File: config.mk
export PLATFORM = sky130hd
export DESIGN_NAME = tx_pkt_gen
export DESIGN_NICKNAME = d
export VERILOG_FILES = /design/src/rtl/tx_pkt_gen.sv
export SDC_FILE = /design/constraint.sdc
export NUM_CORES = 1
export LEC_CHECK = 0
export ABC_AREA = 1
export BUFFER_PORTS_ARGS = -buffer_cell sky130_fd_sc_hd__buf_4
export CAP_MARGIN = 20
export CORE_MARGIN = 1
export CORE_UTILIZATION = 58
export DETAILED_ROUTE_END_ITERATION = 10
export PLACE_DENSITY = 0.87
export SYNTH_ARGS = -nofsm -noshare
export SYNTH_HDL_FRONTEND = slang
export SYNTH_SLANG_ARGS = --single-unit
File: constraint.sdc
create_clock -name clk -period 6.6 [get_ports clk]
set_input_delay 0.33 -clock clk [delete_from_list [all_inputs] [get_ports clk]]
set_output_delay 0.33 -clock clk [all_outputs]
set_load 0.03 [all_outputs]
File: src/rtl/tx_pkt_gen.sv
// Synthetic AXI-stream packet source: emits a configured number of fixed-length packets
// with an idle gap between them; each beat carries {beat index, packet sequence number}.
module tx_pkt_gen #(
    parameter int DATA_W = 256,
    parameter int LEN_W  = 16
) (
    input  logic              clk,
    input  logic              rst_n,
    input  logic              start,
    input  logic              abort,
    input  logic [31:0]       cfg_pkt_num,
    input  logic [LEN_W-1:0]  cfg_pkt_len,
    input  logic [LEN_W-1:0]  cfg_gap,
    output logic [DATA_W-1:0] tx_tdata,
    output logic              tx_tvalid,
    output logic              tx_tlast,
    input  logic              tx_tready,
    output logic              busy,
    output logic              done,
    output logic [31:0]       tx_pkt_sent
);

    localparam logic [1:0] ST_IDLE = 2'd0;
    localparam logic [1:0] ST_SEND = 2'd1;
    localparam logic [1:0] ST_GAP  = 2'd2;
    localparam logic [1:0] ST_FIN  = 2'd3;

    logic [1:0]        state_q, state_d;
    logic [LEN_W-1:0]  len_q, len_d;
    logic [LEN_W-1:0]  gap_q, gap_d;
    logic [31:0]       num_q, num_d;
    logic [LEN_W-1:0]  beat_q, beat_d;
    logic [LEN_W-1:0]  gap_cnt_q, gap_cnt_d;
    logic [31:0]       pkt_sent_q, pkt_sent_d;
    logic              abort_req_q, abort_req_d;
    logic [DATA_W-1:0] tdata_q, tdata_d;
    logic              tvalid_q, tvalid_d;
    logic              tlast_q, tlast_d;
    logic              busy_q, busy_d;
    logic              done_q, done_d;

    logic              handshake;
    logic              last_beat;
    logic              stop_req;
    logic [31:0]       pkt_next;
    logic [LEN_W-1:0]  beat_inc;
    logic [LEN_W-1:0]  len_eff;

    function automatic logic [DATA_W-1:0] beat_word(input logic [31:0] pkt,
                                                    input logic [LEN_W-1:0] idx);
        logic [DATA_W-1:0] w;
        w        = '0;
        w[31:0]  = pkt;
        w[47:32] = 16'(idx);
        return w;
    endfunction

    assign handshake = tvalid_q & tx_tready;
    assign last_beat = (beat_q == len_q - LEN_W'(1));
    // A short abort pulse must still end the run, so it is remembered until the packet boundary.
    assign stop_req  = abort | abort_req_q;
    assign pkt_next  = pkt_sent_q + 32'd1;
    assign beat_inc  = beat_q + LEN_W'(1);
    assign len_eff   = (cfg_pkt_len == '0) ? LEN_W'(1) : cfg_pkt_len;

    always_comb begin
        state_d     = state_q;
        len_d       = len_q;
        gap_d       = gap_q;
        num_d       = num_q;
        beat_d      = beat_q;
        gap_cnt_d   = gap_cnt_q;
        pkt_sent_d  = pkt_sent_q;
        abort_req_d = abort_req_q;
        tdata_d     = tdata_q;
        tvalid_d    = tvalid_q;
        tlast_d     = tlast_q;
        busy_d      = busy_q;
        done_d      = 1'b0;

        case (state_q)
            ST_IDLE: begin
                if (start) begin
                    len_d       = len_eff;
                    gap_d       = cfg_gap;
                    num_d       = cfg_pkt_num;
                    pkt_sent_d  = '0;
                    beat_d      = '0;
                    gap_cnt_d   = '0;
                    abort_req_d = 1'b0;
                    tdata_d     = beat_word(32'd0, '0);
                    tvalid_d    = 1'b1;
                    tlast_d     = (len_eff == LEN_W'(1));
                    busy_d      = 1'b1;
                    state_d     = ST_SEND;
                end
            end
            ST_SEND: begin
                if (abort) begin
                    abort_req_d = 1'b1;
                end
                if (handshake) begin
                    if (!last_beat) begin
                        beat_d  = beat_inc;
                        tdata_d = beat_word(pkt_sent_q, beat_inc);
                        tlast_d = (beat_inc == len_q - LEN_W'(1));
                    end else begin
                        pkt_sent_d = pkt_next;
                        beat_d     = '0;
                        if (stop_req || (num_q != 32'd0 && pkt_next == num_q)) begin
                            tvalid_d = 1'b0;
                            tlast_d  = 1'b0;
                            tdata_d  = '0;
                            done_d   = 1'b1;
                            busy_d   = 1'b0;
                            state_d  = ST_FIN;
                        end else if (gap_q != '0) begin
                            tvalid_d  = 1'b0;
                            tlast_d   = 1'b0;
                            tdata_d   = '0;
                            gap_cnt_d = LEN_W'(1);
                            state_d   = ST_GAP;
                        end else begin
                            tdata_d = beat_word(pkt_next, '0);
                            tlast_d = (len_q == LEN_W'(1));
                        end
                    end
                end
            end
            ST_GAP: begin
                if (stop_req) begin
                    done_d  = 1'b1;
                    busy_d  = 1'b0;
                    state_d = ST_FIN;
                end else if (gap_cnt_q == gap_q) begin
                    tvalid_d = 1'b1;
                    tdata_d  = beat_word(pkt_sent_q, '0);
                    tlast_d  = (len_q == LEN_W'(1));
                    state_d  = ST_SEND;
                end else begin
                    gap_cnt_d = gap_cnt_q + LEN_W'(1);
                end
            end
            ST_FIN: begin
                state_d = ST_IDLE;
            end
            default: begin
                state_d = ST_IDLE;
            end
        endcase
    end

    always_ff @(posedge clk or negedge rst_n) begin
        if (!rst_n) begin
            state_q     <= ST_IDLE;
            len_q       <= LEN_W'(1);
            gap_q       <= '0;
            num_q       <= '0;
            beat_q      <= '0;
            gap_cnt_q   <= '0;
            pkt_sent_q  <= '0;
            abort_req_q <= 1'b0;
            tdata_q     <= '0;
            tvalid_q    <= 1'b0;
            tlast_q     <= 1'b0;
            busy_q      <= 1'b0;
            done_q      <= 1'b0;
        end else begin
            state_q     <= state_d;
            len_q       <= len_d;
            gap_q       <= gap_d;
            num_q       <= num_d;
            beat_q      <= beat_d;
            gap_cnt_q   <= gap_cnt_d;
            pkt_sent_q  <= pkt_sent_d;
            abort_req_q <= abort_req_d;
            tdata_q     <= tdata_d;
            tvalid_q    <= tvalid_d;
            tlast_q     <= tlast_d;
            busy_q      <= busy_d;
            done_q      <= done_d;
        end
    end

    assign tx_tdata    = tdata_q;
    assign tx_tvalid   = tvalid_q;
    assign tx_tlast    = tlast_q;
    assign busy        = busy_q;
    assign done        = done_q;
    assign tx_pkt_sent = pkt_sent_q;

endmodule

[After elaboration in Yosys (flattened, before gate mapping)]
Cells that the tools add are included.
Storage, ports and cells
  flip-flop bits (word level): 391
  bits of input ports: 69
  output and inout port bits: 292
  logic and storage cells: 119
Cells by class
  $add $sub $neg: 4
  equality and inequality tests: 22
  mux-type cells: 61
  bitwise operators: 2
  reductions and logical operators: 17
Operators with widths (count)
  $mux W256: 4
  $pmux W256 S3: 1
  $mux W16: 10
  $mux W32: 5
  $pmux W32 S2: 1
  $eq A16 B16 Y1: 3
  $mux W48: 1
  $pmux W16 S3: 1
  $add A16 B1 Y16 const B: 2
  $add A32 B1 Y32 const B: 1
  $eq A16 B1 Y1 const B: 2
  $eq A32 B32 Y1: 1
  $pmux W16 S2: 1
  $reduce_bool A32 Y1: 1
  $mux W1: 24
  $ne A2 B2 Y1 const B: 11
  $logic_not A16 Y1: 1
  $reduce_bool A16 Y1: 1
  $sub A16 B1 Y16 const B: 1
  $mux W2: 7
  $reduce_and A5 Y1: 2
  $pmux W1 S3: 3
  $pmux W2 S4: 1
  $reduce_and A8 Y1: 1
  16 further kinds: 20

[Depth between registers and ports, before layout]
  word-level depth: 8
  depth in mapped cells: 20
  gate-level depth less buffers: 20

[Worst setup path after synthesis]
OpenSTA, ideal clock, no wires.
  path type: register to register
  start point: register pkt_sent_q[0] (netlist: tx_pkt_sent[0])
  end point: register gap_cnt_q[5]
  setup time: 121 ps
  data arrival time: 2496 ps
  required time: 6479 ps
  slack: 3983 ps
  stages on the path, launching flop included: 20
  cells stage by stage: dfrtp_1 > ha_1 > nand2_1 > nor2_4 > nand2_4 > nor2_4 > nand2_1 > nand2_1 > nand2_1 > nand2_1 > nand2_1 > nor2_1 > nand2_1 > nor2_2 > nand3_2 > nand2_2 > nand2_2 > nand2_4 > buf_6 > o21ai_1
Between the ends
  longest elaborated chain between the ends: 6
Ends and longest elaborated chain
  start, declared: line 34  | logic [31:0] pkt_sent_q, pkt_sent_d;
  start signal, assigned: line 175  | pkt_sent_q <= pkt_sent_d;
  $add A32 B1 Y32: line 62  | assign pkt_next = pkt_sent_q + 32'd1;
  $eq A32 B32 Y1: line 110  | if (stop_req || (num_q != 32'd0 && pkt_next == num_q)) begin
  $logic_and A1 B1 Y1: line 110
  $logic_or A1 B1 Y1: line 110
  $ne A2 B2 Y1 (no line)
  $reduce_and A8 Y1 (no line)
  end signal, assigned: line 174  | gap_cnt_q <= gap_cnt_d;
  end, declared: line 33  | logic [LEN_W-1:0] gap_cnt_q, gap_cnt_d;
Every way passes these cells.
A chain may end at the register's enable or synchronous reset.

[Final worst setup path]
  start point: register pkt_sent_q[0] (netlist: tx_pkt_sent[0])
  end point: register gap_cnt_q[9]
The elaborated chain is that of the path after synthesis.

==> flow_metrics.env <==
export IMPL_antenna_found_initial=0
export IMPL_layout_drive_gt1_share=0.121
export IMPL_cts_sinks=183
export IMPL_multi_input_comb_area_sq_um=7220
export IMPL_synth_edff_count=0
export IMPL_final_net_count=2174
export IMPL_pin_count=361
export IMPL_status="completed"
export IMPL_dp_hpwl_um=27900
export IMPL_avgRoutedWirePerCell_um=15.7
export IMPL_worst_skew_pair_late_latency_ns=0.45
export IMPL_grt_first_pass_wirelength_um=60000
export IMPL_critPathMaxFanout=34
export IMPL_number_of_violations_of_the_max_capacitance_limit=0
export IMPL_holdCritPathClass="in2reg"
export IMPL_synth_ff_latch_count=183
export IMPL_power_ir_vdd_worst_v=0.000338
export IMPL_drtAntennaViolNets=0
export IMPL_drc=0
export IMPL_buffer_ports_inserted=152
export IMPL_timing_final_setup_violations=0
export IMPL_min_cycle_time_layout_ns=3.89
export IMPL_sequential_fraction_of_the_synthesis_area=0.341
export IMPL_numCtsBuffers=17
export IMPL_yosysTopAreaCellShare=0.339
export IMPL_synth_area_leader_cell="dfrtp_1"
export IMPL_leakagePower_nw=7.49
export IMPL_clock_root_cell="clkbuf_16"
export IMPL_setup_skew_ns=0.0102
export IMPL_ff_latch_area_sq_um=4580
export IMPL_rsz0062_at_grt="false"
export IMPL_final_max_slew_viol_count=0
export IMPL_dieArea_sq_um=23800
export IMPL_synth_cells=1972
export IMPL_core_area_sq_um=22600
export IMPL_maximum_buffer_depth_of_the_clock_tree=2
export IMPL_timing_fmax_mhz=257
export IMPL_first_global_vias=11475
export IMPL_setup_worst_path_start_class="flip-flop"
export IMPL_routabilityCongestion=0.929
export IMPL_end_kind="flip-flop"
export IMPL_ys_warnings=0
export IMPL_floorplan_die_width_um=154
export IMPL_drt_iter0_markers=1160
export IMPL_row_count=55
export IMPL_async_flop_share=1.00
export IMPL_avgViaCountPerCell=5.25
export IMPL_antenna_diode_count=0
export IMPL_worst_pin_slew_ns=0.960
export IMPL_slew_headroom=0.360
export IMPL_fp_dieH_um=154
export IMPL_gr_usage_all_layers=0.321
export IMPL_overflow=0
export IMPL_tritoncts="done"
export IMPL_postCtsSetupBuffers=0
export IMPL_worst_setup_path_type="reg2reg"
export IMPL_ys_dominant_reg_cell="dfrtp_1"
export IMPL_post_synth_cell_area_avg_sq_um=6.81
export IMPL_setup_total_negative_slack_ns=0
export IMPL_dpl_cell_count=2358
export IMPL_path_clk_slew_ns=0.08
export IMPL_synthToLayoutAreaGrowth_pct=8.91
export IMPL_maximum_number_of_pins_on_one_net_before_global_route_repair=111
export IMPL_drtPass1Iterations=5
export IMPL_p_per_area_nw_per_um2=332
export IMPL_via_count=12567
export IMPL_layoutNonFillerInstCount=2393
export IMPL_number_of_library_cell_types_mapped_by_synthesis=48
export IMPL_initial_utilization=0.593
export IMPL_cp_data_required_time_ns=6.98
export IMPL_detail_route_wirelength_um=37600
export IMPL_hold_violations=0
export IMPL_post_synthesis_instance_area_sq_um=13400
export IMPL_ctsHtreeMaxLevel=4
export IMPL_fill_cell_total_of_the_finished_layout=2056
export IMPL_synth_top_cells_by_area="dfrtp_1, nand2_1, buf_4"
export IMPL_critical_path_arrival_ns=4.27
export IMPL_final_min_period_over_clock_period=0.590
==> state kept, by name, indices dropped and copies added (netlist names) <==
| register | cells |
|---|---|
| abort_req_q | 1 |
| beat_q | 16 |
| busy | 1 |
| done | 1 |
| gap_cnt_q | 16 |
| gap_q | 16 |
| len_q | 16 |
| num_q | 32 |
| state_q | 2 |
| tx_pkt_sent | 32 |
| tx_tdata | 48 |
| tx_tlast | 1 |
| tx_tvalid | 1 |
==> repair_timing <==
item                      in CTS  in global routing
hold buffers                   0                  1
hold endpoints to repair       0                  8
resized for setup              0                  0
==> report_power, final <==
group          switching (W)  internal [W]  leakage [nW]
clock network       0.000517      0.000577         0.295
logic                0.00156      0.000604          4.75
registers           0.000247       0.00135          2.44
total                0.00232       0.00253          7.49
==> per-layer routing <==
metal	global-route usage	part of all wire
met1	0.430	0.42
met2	0.514	0.46
met3	0.0457	0.074
met4	0.150	0.040
met5	0	0
==> per-stage QoR <==
stage	hold slack, ns	setup slack [ns]	cell area (sq um)	total power (W)	utilization
4_1_cts	0.0634	2.78	14600	0.00482	0.643
3_5_place_dp	0.468	2.82	13900	0.00373	0.616
2_1_floorplan	0.0344	3.98	14200	0.00327	-
3_3_place_gp	0.466	2.93	13900	0.00366	0.615
6_report	0.0681	2.71	14600	0.00485	0.646
5_1_grt	0.0785	2.44	14600	0.00516	0.646
==> cell usage in the layout, fill, tap and decap left out, types with 2 or more instances in the layout <==
cell,synthesis,final
o21ai_0,77,77
o211ai_1,3,3
nand3_1,98,98
o21ai_2,12,12
xnor2_1,17,17
nand2_2,14,14
nand3b_1,17,17
inv_8,0,4
nor4_1,8,8
clkbuf_16,0,17
o21ai_1,21,21
buf_16,0,2
nor3_1,17,17
nor2_2,13,14
nor2_4,6,7
inv_2,1,2
nand4_1,51,51
conb_1,1,208
ha_1,10,10
inv_1,148,147
a22o_1,15,15
clkinv_1,2,2
inv_6,0,4
nor2_1,205,203
dfrtp_1,182,182
xor2_1,47,47
bufinv_16,0,2
or2_2,4,4
nand2_1,708,708
nand2_4,4,4
and2_1,3,3
clkinvlp_4,0,2
a21oi_1,6,6
nor3b_1,2,2
buf_4,213,159
==> synthesized netlist by cell type, types with 14 or more instances <==
cell type / number
nand2_1: 708
nor2_1: 205
nand3_1: 98
buf_4: 213
a22o_1: 15
nand2_2: 14
xor2_1: 47
o21ai_1: 21
xnor2_1: 17
clkbuf_1: 38
nor3_1: 17
o21ai_0: 77
nand4_1: 51
dfrtp_1: 182
nand3b_1: 17
inv_1: 148
==> path summary, 6_finish.rpt <==
path	start	endpoint	cells past startpoint	slack (ns)
max	tx_pkt_sent[0]	gap_cnt_q[9]	17	2.71
min	cfg_gap[3]	gap_q[3]	3	0.07
max reg2reg	tx_pkt_sent[0]	gap_cnt_q[9]	17	2.71
min reg2reg	tx_tdata[23]	tx_tdata[23]	2	0.49
max in group asynchronous	rst_n	tx_pkt_sent[19]	3	5.17
min in group asynchronous	rst_n	gap_q[13]	2	0.26
==> worst max-delay path: stages, from the launching register on <==
cell and delay [ns]:
dfrtp_1 0.47, ha_1 0.26, nand2_1 0.13, nor2_4 0.27, nand2_4 0.11, nor2_4 0.21
nand2_1 0.12, nand3_1 0.12, nand2_1 0.08, nor2_1 0.10, nand3_1 0.14, nor2_2 0.15
nand3_2 0.66, nand2_2 0.30, nand2_2 0.11, nand2_4 0.35, nand2_1 0.13, o21ai_2 0.08
==> area by class of cell <==
| cell class | instances | area share |
|---|---|---|
| clock buffers | 17 | 0.0291 |
| clock inverters | 15 | 0.0127 |
| inverters | 151 | 0.0388 |
| multi-input cells | 1578 | 0.494 |
| flip-flops and latches | 183 | 0.313 |
| well taps | 285 | 0.0244 |
| repair buffers | 164 | 0.0879 |
==> cells by family after synthesis <==
| family | after synthesis | synth area share |
|---|---|---|
| other | 1 | 0.000279 |
| DFF | 183 | 0.341 |
| xor gates and xnor gates | 65 | 0.0435 |
| adders and majority gates | 10 | 0.00932 |
| AOI/OAI and AO/OA | 140 | 0.0617 |
| and+or+nand+nor | 1155 | 0.365 |
| buffers and inverters | 418 | 0.179 |
Power figures use the tool's default switching activity.
